<file path="config.mk">
export PLATFORM = sky130hd
export DESIGN_NAME = counter_cmd_sequencer
export DESIGN_NICKNAME = d
export VERILOG_FILES = /design/src/rtl/counter_cmd_sequencer.sv
export SDC_FILE = /design/constraint.sdc
export NUM_CORES = 1
export LEC_CHECK = 0
export CORE_MARGIN = 4
export CORE_UTILIZATION = 50
export CTS_BUF_LIST = sky130_fd_sc_hd__clkbuf_16
export DETAILED_ROUTE_END_ITERATION = 6
export PLACE_DENSITY = 0.74
export SLEW_MARGIN = 20
export SYNTH_ARGS = -nofsm -noshare
export SYNTH_HDL_FRONTEND = slang
export SYNTH_SLANG_ARGS = --single-unit
</file>
<file path="constraint.sdc">
create_clock -name clk -period 2.2 [get_ports clk]
set_input_delay 0.44 -clock clk [delete_from_list [all_inputs] [get_ports clk]]
set_output_delay 0.44 -clock clk [all_outputs]
set_load 0.05 [all_outputs]
</file>
<file path="src/rtl/counter_cmd_sequencer.sv">
// counter_cmd_sequencer: queues LOAD/INC commands and issues ld/inc pulses, dropping INCs at MAX; CMD_SEQ_STATS_EN adds issued/dropped counters
module counter_cmd_sequencer #(
  parameter int WIDTH      = 3,
  parameter int DEPTH      = 4,
  parameter int GAP_CYCLES = 0
) (
  input  logic             clk,
  input  logic             rst,
  input  logic             cmd_valid,
  output logic             cmd_ready,
  input  logic             cmd_op,
  input  logic [WIDTH-1:0] cmd_data,
  output logic             ld,
  output logic             inc,
  output logic [WIDTH-1:0] data_in,
  output logic [WIDTH-1:0] shadow_count,
  output logic             drop,
  output logic             busy
`ifdef CMD_SEQ_STATS_EN
  ,
  output logic [15:0]      issued_cnt,
  output logic [15:0]      dropped_cnt
`endif
);
  localparam int AW = $clog2(DEPTH);
  localparam logic [WIDTH-1:0] MAX = '1;
  typedef enum logic [1:0] {IDLE, ISSUE, GAP} state_t;
  state_t state, state_nx;
  logic [WIDTH:0] mem [DEPTH];
  logic [AW-1:0] wr_ptr, rd_ptr;
  logic [AW:0] count;
  logic [3:0] gap_cnt;
  logic push, pop, empty, full, head_op;
  logic [WIDTH-1:0] head_data;
  assign full = count == (AW+1)'(DEPTH);
  assign empty = count == '0;
  assign cmd_ready = !full;
  assign push = cmd_valid && cmd_ready;
  assign {head_op, head_data} = mem[rd_ptr];
  assign busy = !empty || state != IDLE;
  always_comb begin
    state_nx = state;
    pop = 1'b0;
    unique case (state)
      IDLE:  state_nx = empty ? IDLE : ISSUE;
      ISSUE: begin
        pop = !empty;
        state_nx = GAP_CYCLES > 0 ? GAP : (count > (AW+1)'(1) || push) ? ISSUE : IDLE;
      end
      GAP:     state_nx = gap_cnt != '0 ? GAP : empty ? IDLE : ISSUE;
      default: state_nx = IDLE;
    endcase
  end
  always_ff @(posedge clk)
    if (rst) state <= IDLE;
    else state <= state_nx;
  always_ff @(posedge clk)
    if (push) mem[wr_ptr] <= {cmd_op, cmd_data};
  always_ff @(posedge clk) begin
    if (rst) begin
      wr_ptr <= '0;
      rd_ptr <= '0;
      count <= '0;
      gap_cnt <= '0;
      ld <= 1'b0;
      inc <= 1'b0;
      drop <= 1'b0;
      data_in <= '0;
      shadow_count <= '0;
    end else begin
      ld <= 1'b0;
      inc <= 1'b0;
      drop <= 1'b0;
      if (push) wr_ptr <= wr_ptr + 1'b1;
      if (pop) rd_ptr <= rd_ptr + 1'b1;
      count <= count + (AW+1)'(push) - (AW+1)'(pop);
      if (state == ISSUE) gap_cnt <= 4'(GAP_CYCLES - 1);
      else if (gap_cnt != '0) gap_cnt <= gap_cnt - 1'b1;
      if (pop && head_op) begin
        ld <= 1'b1;
        data_in <= head_data;
        shadow_count <= head_data;
      end else if (pop && shadow_count != MAX) begin
        inc <= 1'b1;
        shadow_count <= shadow_count + 1'b1;
      end else if (pop) drop <= 1'b1;
    end
  end
`ifdef CMD_SEQ_STATS_EN
  always_ff @(posedge clk)
    if (rst) begin
      issued_cnt <= '0;
      dropped_cnt <= '0;
    end else begin
      if ((ld || inc) && issued_cnt != '1) issued_cnt <= issued_cnt + 1'b1;
      if (drop && dropped_cnt != '1) dropped_cnt <= dropped_cnt + 1'b1;
    end
`endif
endmodule

</file>
# Yosys cells after proc, flatten, opt, wreduce, memory -nomap -nowiden
# Memories as Yosys holds them, arrays and structs flattened. A register that Yosys moved wholly into a read port is not among the register bits.
# Index checks and enable logic that the tools add are counted.
# totals
register_bits	22
mem_bits_rw	16
mem_count	1
# memory_table
name	depth	width	read_ports	rd_clocked_by_memory_dff	write_ports	line_no	text
mem	4	4	1	1	1	29	logic [WIDTH:0] mem [DEPTH];
# op_classes
add_sub_neg	6
order_cmp	1
n_eq_ne	4
n_mux	16
reduce_logical	15
# ops
op	n
$mux W1	8
$mux W4	2
$mux W2	3
$mux W3	2
$pmux W2 S3	1
$reduce_bool A2 Y1	3
$add A2 B1 Y2 const B	2
$reduce_bool A4 Y1	1
$sub A4 B1 Y4 const B	1
$add A3 B1 Y3	1
$add A3 B1 Y3 const B	1
$eq A3 B3 Y1 const B	1
$gt A3 B1 Y1 const B	1
$logic_and A1 B1 Y1	3
$logic_not A3 Y1	1
$ne A3 B3 Y1 const B	1
$reduce_or A3 Y1	1
$sub A3 B1 Y3	1
$eq A2 B1 Y1 const B	1
$eq A2 B2 Y1 const B	1
$logic_not A1 Y1	2
$logic_not A2 Y1	1
$logic_or A1 B1 Y1	2
$reduce_or A2 Y1	1

# Logic depth before layout (Yosys ltp)
# depth
depth_word	6
ltp_mapped	11

# Worst setup path before layout
# OpenSTA, ideal clock, no wires.
# synth_timing
path_kind	register to register
start	register count[1]
end	register count[2]
arrival_time_ns	2.308
t_required_ns	2.072
slack_ns	-0.236
stages_incl_launch_ff	11
path_buffers	0
synth_period_minus_slack_ns	2.436
cell_sequence	dfxtp_1 -> or3b_1 -> and2_1 -> inv_1 -> ha_1 -> inv_1 -> ha_1 -> inv_1 -> fa_1 -> xnor2_1 -> nor2_1
# synth_via
elab_chain_cells	5
elab_cells_between_ends	8
# synth_lines
element	line_no	text
from (decl)	31	logic [AW:0] count;
from (signal assigned)	76	count <= count + (AW+1)'(push) - (AW+1)'(pop);
$eq A3 B3 Y1	35	assign full = count == (AW+1)'(DEPTH);
$logic_not A1 Y1	37	assign cmd_ready = !full;
net cmd_ready	10	output logic cmd_ready,
$logic_and A1 B1 Y1	38	assign push = cmd_valid && cmd_ready;
$add A3 B1 Y3	76	
$sub A3 B1 Y3	76	
# The timed path passes the listed nets, and every way through them passes these cells.
# A chain may end at the register's enable or synchronous reset.

# Worst setup path after layout
# layout_timing
start	register count[0]
end	output port busy
# layout_via
elab_chain_cells	3
# layout_lines
element	line_no	text
$logic_not A3 Y1	36	assign empty = count == '0;
$logic_not A1 Y1	40	assign busy = !empty || state != IDLE;
$logic_or A1 B1 Y1	40	
to (decl)	18	output logic busy
# Every way passes these cells.

==> flow_summary.ini <==
[outcome]
status = completed

[worst_setup_path]
arrival_time_reported_for_the_critical_path_endpoint_ns = 1.70
worst_setup_path_start_kind = flop
timing.critical_path.to_type = primary output
worstReg2RegStart = count[0]
timing.rr.end = count[1]
r2r_cells = 9
critPathMaxFanout = 6
required_ns = 1.76
setup.worst_path.class = flop to primary output
worst-r2r-setup-slack_ns = 0.08

[route]
number_of_vias_per_cell = 5.195
vias = 1117
routed_wl_um = 3090
postRouteAntennaNets = 0
initialDrtViolationCount = 76
pre_antenna_drt_iters = 4
route.detailed.drc = 0
routedWlPerCell_um = 14.37

[cts]
clk_pin_slew_worst_paths_ns = 0.06
clk_latency_ns = 0.28
clock-sinks = 40
cts-hold-fix-buffers = 0
tritoncts.num_buffers = 5
cts_tree = done
cts_post_setup_buffers_inserted = 0
clock_tree.htree_level_count = 2
maximum_clock_path_buffer_count = 2
cts-root-buf = clkbuf_16

[timing]
period_minus_slack_ns = 2.141
final.period_utilization = 0.9732
max_freq_ghz = 0.4671
setup_repair_after_global_routing_missed_its_margin = no
timing_hold_violations_final = 0
slew_at_the_pin_closest_to_its_max_slew_limit_ns = 0.4964
finalClockSkew_ns = 0.004863
final-max-slew-violation-count = 0
final.setup.tns_ns = 0
slew_headroom = 0.6680
setup-violations-final = 0

[die]
floorplan.die_area_um2 = 4463
die-height_um = 66.81
floorplan.rows = 21
floorplan.initialDensity = 0.5182
die_w_um = 66.81
design.core.area_um2 = 3337
pin_count = 18

[synth]
ys_ff_latch = 40
synth_seq_area_share = 0.5557
yosysWarningCount = 0
synth_cell_type_count = 35
synth_fp_nets = 162
post_synth_instance_area_um2 = 1729
gate_count_of_the_mapped_netlist = 143
syn-mean-instance-area_um2 = 12.09

[placement]
hpwlAfterDp_um = 2309
gp_congestion = 0.7005
buffer_ports.inserted = 17

[grt]
globalRouteOverflowTotal = 0
grt_use_total = 0.1641
antenna_violations_before_repair = 0
grt_max_degree = 15
grt_pass1_wl_um = 5140
number_of_global_route_vias_before_repair = 1111

[layout]
diodes = 0
drive_gt1_frac = 0.1657
area_growth_syn_to_layout_pct = 24.96
nNetsFinal = 187

[pwr]
cellLeakagePower_nw = 0.8634
peakVddDrop_mv = 0.6692
power_per_cell_area_nw_per_um2 = 1365
power.total_w = 0.002948

[job]
max_cap_violations = 0

[hold_path]
hold_start = state[0]
holdCritPathClass = flop to flop
end_point_of_the_worst_hold_path = state[1]
hold_crit_depth = 1
critical path, cell delays in order (launching register included):
cell and delay (ns):
dfxtp_1 0.36, or3_4 0.39, buf_4 0.16, or3_1 0.31, buf_4 0.20
synthesized netlist by cell type:
master    number  share of area
mux4_2         1          0.013
and3_1         4          0.014
and2_1         1         0.0036
dfxtp_1       24           0.28
fa_1           1          0.012
o211a_4        1          0.010
mux4_1         3          0.046
nand2b_1       5          0.018
nand3b_1       1         0.0043
ha_1          11          0.080
or3b_1         1         0.0051
buf_6          1         0.0065
o22ai_1        1         0.0036
nor2b_1        2         0.0072
a21oi_1        8          0.023
edfxtp_1      16           0.28
or3_1          3          0.011
nand3_2        1         0.0058
or3b_2         1         0.0051
o21ai_0        1         0.0029
a221o_1        1         0.0058
xnor2_1        3          0.015
nor2_1        14          0.030
o31ai_1        2         0.0087
clkbuf_1       4         0.0087
nand2_1        6          0.013
o32ai_1        1         0.0051
mux2i_1        3          0.017
nand3_1        1         0.0029
a211oi_1       2         0.0087
xor2_1         3          0.015
nor4_1         2         0.0072
nor3_1         2         0.0058
inv_1         11          0.024
nor3_2         1         0.0058
routing by layer:
layer	vias to the layer above	GRT usage	part of all wire
li1	555	-	-
met1	528	0.1732	0.39
met2	29	0.2946	0.54
met3	5	0.06071	0.051
met4	0	0.06091	0.017
met5	-	0	0
kinds of logic after synthesis:
kind of cell	share of synthesized area
XOR/XNOR	0.03040
AND/OR/NAND/NOR	0.1397
AO/OA/AOI/OAI	0.06802
buffers and inverters	0.03907
flip-flops	0.5557
adder cells (fa/ha/maj)	0.09117
multiplexers	0.07598
layout make-up:
class                   instances  area [µm²]
fillers                       269        1176
flip-flops and latches         40       963.4
multi-input cells              87       715.7
repair buffers                 23       210.2
clock buffers                   5       125.1
well taps                      46       57.56
clock inverters                 3       47.55
inverters                      11       41.29
worst max path at each step:
stage / end / slack (ns) / startpoint
5_1_grt: count[1] / 0.005 / count[1]
3_5_place_dp: count[2] / -0.12 / cmd_valid
6_report: busy / 0.06 / count[0]
4_1_cts: busy / 0.02 / count[1]
3_3_place_gp: count[2] / -0.07 / cmd_valid
2_1_floorplan: count[2] / 0.01 / count[2]
through the flow:
| stage | utilization | hold slack (ns) | cells | setup WS [ns] | cell area (µm²) |
|---|---|---|---|---|---|
| after detailed placement | 0.5928 | 0.4768 | 207 | -0.1217 | 1978 |
| after global routing | 0.6475 | 0.5173 | 215 | 0.005197 | 2161 |
| after global placement | 0.5928 | 0.4519 | 207 | -0.07168 | 1978 |
| after floorplan | - | 0.4381 | 143 | 0.009773 | 1738 |
| final | 0.6475 | 0.4778 | 215 | 0.05893 | 2161 |
| after CTS | 0.6445 | 0.4815 | 215 | 0.01529 | 2151 |
layout by cell type (no fill, tap or decap), drive strengths merged, types with 3 or more instances in the layout:
master          n
a21oi           8
and3            4
buf             8
clkbuf          5
clkdlybuf4s50  15
dfxtp          24
edfxtp         16
ha             11
inv            11
mux2i           3
mux4            4
nand2           6
nand2b          5
nor2           14
nor3            3
or3             3
xnor2           3
xor2            3
flip-flops by register name, summed over array words and instances, names as in the netlist, named ones only:
name / count
drop: 1
mem: 16
data_in: 3
rd_ptr: 2
inc: 1
wr_ptr: 2
shadow_count: 3
state: 2
count: 3
gap_cnt: 4
ld: 1
report_power, final:
part           total, W  switching [W]  leakage (nW)  internal [W]
Combinational   0.00108       0.000600         0.436      0.000478
Sequential      0.00105       0.000123         0.344      0.000928
Clock          0.000819       0.000282        0.0840      0.000538
Total           0.00295        0.00100         0.863       0.00194
timing repair:
item	CTS	global route
resized for setup	0	4
setup endpoints to repair	0	3
hold endpoints to repair	0	0
Note: power is estimated with default switching activity, not from simulation.
